===== src/rtl/req_pkg.sv =====
// req_pkg: shared sizes, FSM state encoding and a small helper for the
// req_pending_ctrl request capture/arbitration slice.
package req_pkg;

  localparam int N_REQ  = 4;
  localparam int CODE_W = 2;

  typedef enum logic [0:0] {
    ST_IDLE    = 1'b0,
    ST_PRESENT = 1'b1
  } state_e;

  // One-hot channel vector for a channel index, used to clear a pending bit.
  function automatic logic [N_REQ-1:0] code_onehot(input logic [CODE_W-1:0] idx);
    code_onehot = 4'b0001 << idx;
  endfunction

endpackage


===== src/rtl/priority_enc4.sv =====
// priority_enc4: combinational 4-to-2 priority encoder, highest set bit wins.
//   vec_i  : request vector
//   idx_o  : index of the highest set bit (0 when vec_i is zero)
//   any_o  : at least one bit of vec_i is set
module priority_enc4
  import req_pkg::*;
(
  input  logic [N_REQ-1:0]  vec_i,
  output logic [CODE_W-1:0] idx_o,
  output logic              any_o
);

  // Highest-index-first selection.
  always_comb begin
    idx_o = 2'd0;
    any_o = |vec_i;
    if (vec_i[3]) begin
      idx_o = 2'd3;
    end else if (vec_i[2]) begin
      idx_o = 2'd2;
    end else if (vec_i[1]) begin
      idx_o = 2'd1;
    end else begin
      idx_o = 2'd0;
    end
  end

endmodule


===== src/rtl/req_pending_ctrl.sv =====
// req_pending_ctrl: edge-detects four raw request lines, latches the events
// as pending bits, masks them and presents the highest eligible channel as a
// 2-bit code with a valid/ready handshake. A pending bit clears only when its
// code is accepted.
//
// Optional build macro: REQ_SYNC_EN -- when defined, req_in passes through a
// 2-flop synchronizer per bit before edge detection (+2 cycles latency).
//
// Ports:
//   clk, rst_n   : clock, asynchronous active-low reset
//   req_in       : raw level requests, event = rising edge
//   mask_we      : mask register write strobe, mask_wdata = new value
//   ovf_clr      : pulse, clears all sticky overflow bits
//   code         : presented channel index (3 = highest priority)
//   code_valid   : code valid, held stable until accepted
//   code_ready   : downstream accept
//   pending      : latched, not-yet-accepted events (masked ones included)
//   mask         : current mask register (1 = channel enabled)
//   ovf          : sticky, event arrived while pending bit already set
module req_pending_ctrl
  import req_pkg::*;
#(
  parameter logic [N_REQ-1:0] RST_MASK = 4'b1111
) (
  input  logic              clk,
  input  logic              rst_n,
  input  logic [N_REQ-1:0]  req_in,
  input  logic              mask_we,
  input  logic [N_REQ-1:0]  mask_wdata,
  input  logic              ovf_clr,
  output logic [CODE_W-1:0] code,
  output logic              code_valid,
  input  logic              code_ready,
  output logic [N_REQ-1:0]  pending,
  output logic [N_REQ-1:0]  mask,
  output logic [N_REQ-1:0]  ovf
);

  logic [N_REQ-1:0]  req_s;
  logic [N_REQ-1:0]  req_d_q;
  logic [N_REQ-1:0]  pending_q, pending_d;
  logic [N_REQ-1:0]  ovf_q, ovf_d;
  logic [N_REQ-1:0]  mask_q, mask_d;
  logic [N_REQ-1:0]  rise_s, clr_s, ovf_set_s, eligible_s;
  logic              hs_s;
  logic [CODE_W-1:0] enc_idx_s;
  logic              enc_any_s;
  logic [CODE_W-1:0] code_q;
  logic              code_valid_q;
  state_e            state_q;

`ifdef REQ_SYNC_EN
  logic [N_REQ-1:0] sync1_q, sync2_q;

  // Two-flop synchronizer on the raw request lines.
  always_ff @(posedge clk or negedge rst_n) begin
    if (!rst_n) begin
      sync1_q <= 4'b0000;
      sync2_q <= 4'b0000;
    end else begin
      sync1_q <= req_in;
      sync2_q <= sync1_q;
    end
  end

  assign req_s = sync2_q;
`else
  assign req_s = req_in;
`endif

  // Event, handshake and next-state logic for pending, overflow and mask.
  always_comb begin
    hs_s      = code_valid_q & code_ready;
    clr_s     = hs_s ? code_onehot(code_q) : 4'b0000;
    rise_s    = req_s & ~req_d_q;
    // A rise coinciding with the accept of the same channel re-arms it
    // without counting as overflow.
    pending_d = (pending_q & ~clr_s) | rise_s;
    ovf_set_s = rise_s & pending_q & ~clr_s;
    // Set wins over a simultaneous ovf_clr.
    if (ovf_clr) begin
      ovf_d = ovf_set_s;
    end else begin
      ovf_d = ovf_q | ovf_set_s;
    end
    if (mask_we) begin
      mask_d = mask_wdata;
    end else begin
      mask_d = mask_q;
    end
    eligible_s = pending_q & mask_q;
  end

  priority_enc4 u_enc (
    .vec_i (eligible_s),
    .idx_o (enc_idx_s),
    .any_o (enc_any_s)
  );

  // Edge-detect history plus pending, overflow and mask registers.
  always_ff @(posedge clk or negedge rst_n) begin
    if (!rst_n) begin
      req_d_q   <= 4'b0000;
      pending_q <= 4'b0000;
      ovf_q     <= 4'b0000;
      mask_q    <= RST_MASK;
    end else begin
      req_d_q   <= req_s;
      pending_q <= pending_d;
      ovf_q     <= ovf_d;
      mask_q    <= mask_d;
    end
  end

  // Presentation FSM; once a code is presented it is frozen until accepted.
  always_ff @(posedge clk or negedge rst_n) begin
    if (!rst_n) begin
      state_q      <= ST_IDLE;
      code_q       <= 2'd0;
      code_valid_q <= 1'b0;
    end else begin
      case (state_q)
        ST_IDLE: begin
          if (enc_any_s) begin
            code_q       <= enc_idx_s;
            code_valid_q <= 1'b1;
            state_q      <= ST_PRESENT;
          end else begin
            code_valid_q <= 1'b0;
          end
        end
        ST_PRESENT: begin
          if (code_ready) begin
            code_valid_q <= 1'b0;
            state_q      <= ST_IDLE;
          end else begin
            code_valid_q <= 1'b1;
          end
        end
        default: begin
          code_valid_q <= 1'b0;
          state_q      <= ST_IDLE;
        end
      endcase
    end
  end

  assign code       = code_q;
  assign code_valid = code_valid_q;
  assign pending    = pending_q;
  assign mask       = mask_q;
  assign ovf        = ovf_q;

endmodule


===== config.mk =====
export PLATFORM = sky130hd
export DESIGN_NAME = req_pending_ctrl
export DESIGN_NICKNAME = d
export VERILOG_FILES = /design/src/rtl/req_pkg.sv /design/src/rtl/priority_enc4.sv /design/src/rtl/req_pending_ctrl.sv
export SDC_FILE = /design/constraint.sdc
export NUM_CORES = 1
export LEC_CHECK = 0
export ABC_AREA = 1
export CORE_UTILIZATION = 42
export DETAILED_ROUTE_END_ITERATION = 10
export GPL_ROUTABILITY_DRIVEN = 0
export PLACE_DENSITY = 0.76
export SYNTH_ARGS = -nofsm -noshare
export SYNTH_HDL_FRONTEND = slang
export SYNTH_SLANG_ARGS = --single-unit

===== constraint.sdc =====
create_clock -name clk -period 1 [get_ports clk]
set_input_delay 0.2 -clock clk [delete_from_list [all_inputs] [get_ports clk]]
set_output_delay 0.2 -clock clk [all_outputs]
set_load 0.005 [all_outputs]

Word-level counts from Yosys, hierarchy flattened
Index checks and enable logic that the tools add are counted.

cells by class
  shift-type cells = 1
  muxes and demuxes = 8
  bitwise gates (word level) = 11
  reduce and logical (&&, ||, !) cells = 2

operators with widths
  kind                 number
  $and 4x4->4          5
  $mux 4               2
  $not 4->4            2
  $or 4x4->4           2
  $mux 2               2
  $reduce_or 4->1      1
  $shl 1x2->4 const A  1
  $mux 1               3
  $pmux 1 s2           1
  $reduce_and 2->1     1
  $and 1x1->1          1
  $not 1->1            1

word-level totals
  register bits after elaboration = 19
  input port bits = 13
  output and inout bits = 15
  logic and storage cells = 28

Logic depth before layout (Yosys ltp)
  depth after elaboration = 6
  gate-level depth with buffers = 6
  depth with buffers taken out = 6

Cells and area by module
From an unflattened synthesis, not the netlist that was laid out.

unflattened totals
  cell total of the unflattened synthesis = 104
  area total of the unflattened synthesis = 810.8 um2

modules (own cells, without submodules)
  module            times used  cells an instance  area each (um2)
  req_pending_ctrl  1           96                 778.2
  priority_enc4     1           8                  32.5

Worst setup path before layout
No wires, ideal clock.

  kind = flip-flop to flip-flop
  start = reg mask_q[3] (netlist: mask[3])
  end = reg code_q[0] (netlist: code[0])
  setup time = 117 ps
  arrival time = 836 ps
  required time = 883 ps
  slack = 47 ps
  stages on the path, launching flop included = 6
  buffers on the path = 0
  cell sequence = dfstp_2 nand2_1 nand2_1 nand2_1 nand3_1 nand2_1

on the way
  cells in the longest elaborated chain, start to end = 3
  elaborated cells on any way between the ends = 4
  those cells by class = mux (1); bitwise (1); reduce/logical (2)

RTL lines
  what                               line                     source
  start, declared                    req_pending_ctrl.sv:43   logic [N_REQ-1:0] mask_q, mask_d;
  start signal, assigned             req_pending_ctrl.sv:111  mask_q <= mask_d;
  $and 4x4->4 *                      req_pending_ctrl.sv:91   eligible_s = pending_q & mask_q;
  $reduce_or 4->1                    priority_enc4.sv:16      any_o = |vec_i;
  $reduce_and 2->1 (no source line)  n/a
  end signal, assigned               req_pending_ctrl.sv:125  code_q <= enc_idx_s;
  end, declared                      req_pending_ctrl.sv:48   logic [CODE_W-1:0] code_q;

Mark *: on every way between the ends. The rest lies on a longest branch, timed or not.
A chain may end at the register's enable or synchronous reset.

Worst setup path after layout
  start = reg mask_q[3] (netlist: mask[3])
  end = out mask[3]

RTL lines
  what           line                    source
  end, declared  req_pending_ctrl.sv:35  output logic [N_REQ-1:0] mask,

No word-level cell between the ends.

==> impl_metrics.yaml <==
outcome:
  run_status: "finished, violations left"
  violations_in_the_final_reports: "negative setup slack"
setup_path:
  critical_path_arrival_ps: 970
  internal_reg_to_reg_setup_slack_ps: -130
  worst_r2r_startpoint: "mask[3]$_DFFE_PN1P_"
  critical_path.max_stage_delay_ps: 570
  worst_r2r_path_depth: 7
  timing.critical_path.fanout_max: 2
  critical_path.slowest_cell: "sky130_fd_sc_hd__dfstp_2"
  critical_path.cell_chain: "buf_6"
  cp.required_ps: 800
  crit_path_start_kind: "register"
  worst_reg2reg_endpoint: "code[0]$_DFFE_PN0P_"
  crit_buf_inv: 1
  setup.worst_path.end_class: "output port"
  criticalPathCategory: "register to output port"
  critPathTopFamily: "flip-flops"
pwr:
  power.ir.vdd_worst_uv: 1490
  p_sw_frac: 0.382
  power.total_uw: 3110
  power-per-cell-area_mw_per_mm2: 2380
  power.combinational.fraction: 0.517
  power.share.sequential: 0.356
  power.net_switching_uw: 1190
  pwr-share-clk: 0.127
  cell_internal_pwr_uw: 1920
  power.static_leakage_uw: 0.000659
timing:
  worstMarginPinSlew_ps: 216
  setup-violations-final: 18
  timing.final.max_slew_violations: 0
  fin_skew_ps: 0.899
  slew-limit-headroom: 0.856
  period_needed_ps: 1170
  setup-tns-final_ps: -1120
  rsz0062_at_grt: "true"
  finalCritPeriodShare: 1.17
  fmax_mhz: 856
  number_of_hold_slack_violations_in_the_final_timing_report: 0
  post-route-worst-setup-slack_ps: -168
global_route:
  gr-usage-all-layers: 0.208
  grt_max_degree: 20
  grt_pass1_wl_microns: 2950
  grt_overflow: 0
  number_of_antenna_violations_at_the_first_check_in_global_routing: 0
  first_global_vias: 719
routing:
  wl_per_instance_microns: 13.6
  drc: 0
  drt_wl_total_microns: 2070
  num_vias: 723
  drt_pass1_iterations: 4
  postRouteAntennaNets: 0
  routed_via_density: 4.76
  drt-initial-drc-count: 10
die:
  core_area_sq_mm: 0.00159
  std_cell_rows: 14
  dieArea_sq_mm: 0.00197
  chipHeight_microns: 44.4
  initial_core_util: 0.474
  top_level_ports: 28
  die_width_microns: 44.4
clock_network:
  cts_hold_repair.buffers: 0
  insertion_delay_ps: 300
  tritoncts_num_sinks: 19
  cts.htree.levels: 1
  clockBufferDepth: 2
  clk_slew_on_worst_s_h_paths_ps: 110
  cts_tree: "done"
  cts_inserted_buffers: 3
  cts_root_cell: "sky130_fd_sc_hd__clkbuf_4"
hold_path:
  type_of_the_tightest_min_delay_check: "input pin to asynchronous set/reset pin"
final_layout:
  layout.filler_cells: 96
  area_delta_synth_final_pct: 72.5
  design_area_sq_mm: 0.00130
  final_core_utilization: 0.818
  num-nets-final: 142
  total_inserted_antenna_cells: 0
  area_of_the_multi_input_gates_sq_um: 339
  layout-drive-gt1-share: 0.539
  regArea_sq_um: 480
  layout_common_cells: "sky130_fd_sc_hd__dfrtp_1 (15), sky130_fd_sc_hd__nand2_1 (13), sky130_fd_sc_hd__buf_4 (13)"
  mostFrequentLayoutCell: "sky130_fd_sc_hd__dfrtp_1"
synthesis:
  yosysSeqAreaShare: 0.636
  syn-cell-area_sq_um: 756
  yosys_register_bits: 19
  synth_nets: 91
  synth_area_per_cell_sq_um: 9.69
  synth-warning-count: 0
  synth_cell_types: 10
  synthCells: 78
place:
  placement.cell_area_sq_mm: 0.00116
  placement.io_buffers: 27
  hpwlAfterDp_microns: 1260
flow_run:
  max_cap_viol_count: 0
## what timing repair did
action	CTS	global route
buffers inserted	5	4
resized for setup	66	35
pin swaps	2	12
setup endpoints to repair	18	26
## synthesized netlist by cell type (all sizes together)
library cell	number	area (sq um)
nor2	4	15.0
dfstp	4	105
inv	9	33.8
nand2	27	104
dfrtp	15	375
nand3	10	50.1
mux2	4	45.0
o211ai	1	7.51
o21ai	4	20.0
## registers in the layout (all words and copies together), names as in the netlist
| signal | flops |
|---|---|
| mask | 4 |
| ovf | 4 |
| pending | 4 |
| req_d_q | 4 |
| code | 2 |
| state_q | 1 |
## layout make-up
class / count / share of cell area
Sequential cell: 19 / 0.369
Inverter: 9 / 0.0298
Clock inverter: 1 / 0.00384
Clock buffer: 3 / 0.0173
Timing Repair Buffer: 46 / 0.298
Tap cell: 24 / 0.0230
Multi-Input combinational cell: 50 / 0.260
## power groups by stage
stage	clock network, uW	registers (uW)	logic (uW)
global route	439	1130	1730
detailed placement	0	1120	1220
floorplan	0	1190	371
finish	394	1110	1610
CTS	399	1090	1230
global placement	0	1110	1200
## cells by family (layout without fill, tap and decap cells)
kind of cell           Yosys count  after routing  synth area share
AO/OA/AOI/OAI                    5              5            0.0364
buffers and inverters            9             59            0.0447
flip-flops                      19             19             0.636
multiplexers                     4              4            0.0596
AND/OR/NAND/NOR                 41             41             0.224
## how the worst max path moves through the flow
| stage | startpoint | to | slack [ps] | cells past startpoint |
|---|---|---|---|---|
| 4_1_cts | mask[3]$_DFFE_PN1P_ | mask[3] | -160 | 1 |
| 3_3_place_gp | mask[0]$_DFFE_PN1P_ | mask[0] | -210 | 1 |
| 6_report | mask[3]$_DFFE_PN1P_ | mask[3] | -170 | 1 |
| 3_5_place_dp | code_ready | pending[2]$_DFF_PN0_ | -230 | 6 |
| 5_1_grt | mask[3]$_DFFE_PN1P_ | mask[3] | -200 | 1 |
| 2_1_floorplan | mask[3]$_DFFE_PN1P_ | code[0]$_DFFE_PN0P_ | 50 | 5 |
## metrics by stage
stage / setup slack (ps) / cells / hold WS (ps)
3_5_place_dp: -229 / 141 / 451
3_3_place_gp: -206 / 141 / 438
2_1_floorplan: 47.3 / 78 / -95.6
4_1_cts: -160 / 150 / 243
5_1_grt: -197 / 152 / 234
6_report: -168 / 152 / 236
## routing by layer
metal | wire, microns | vias up | global-route usage
met5 | 0 | - | 0
met4 | 21 | 0 | 0.0727
met3 | 144 | 2 | 0.0531
li1 | - | 346 | -
met2 | 1080 | 35 | 0.362
met1 | 828 | 340 | 0.248
Note: power is estimated with default switching activity, not from simulation.
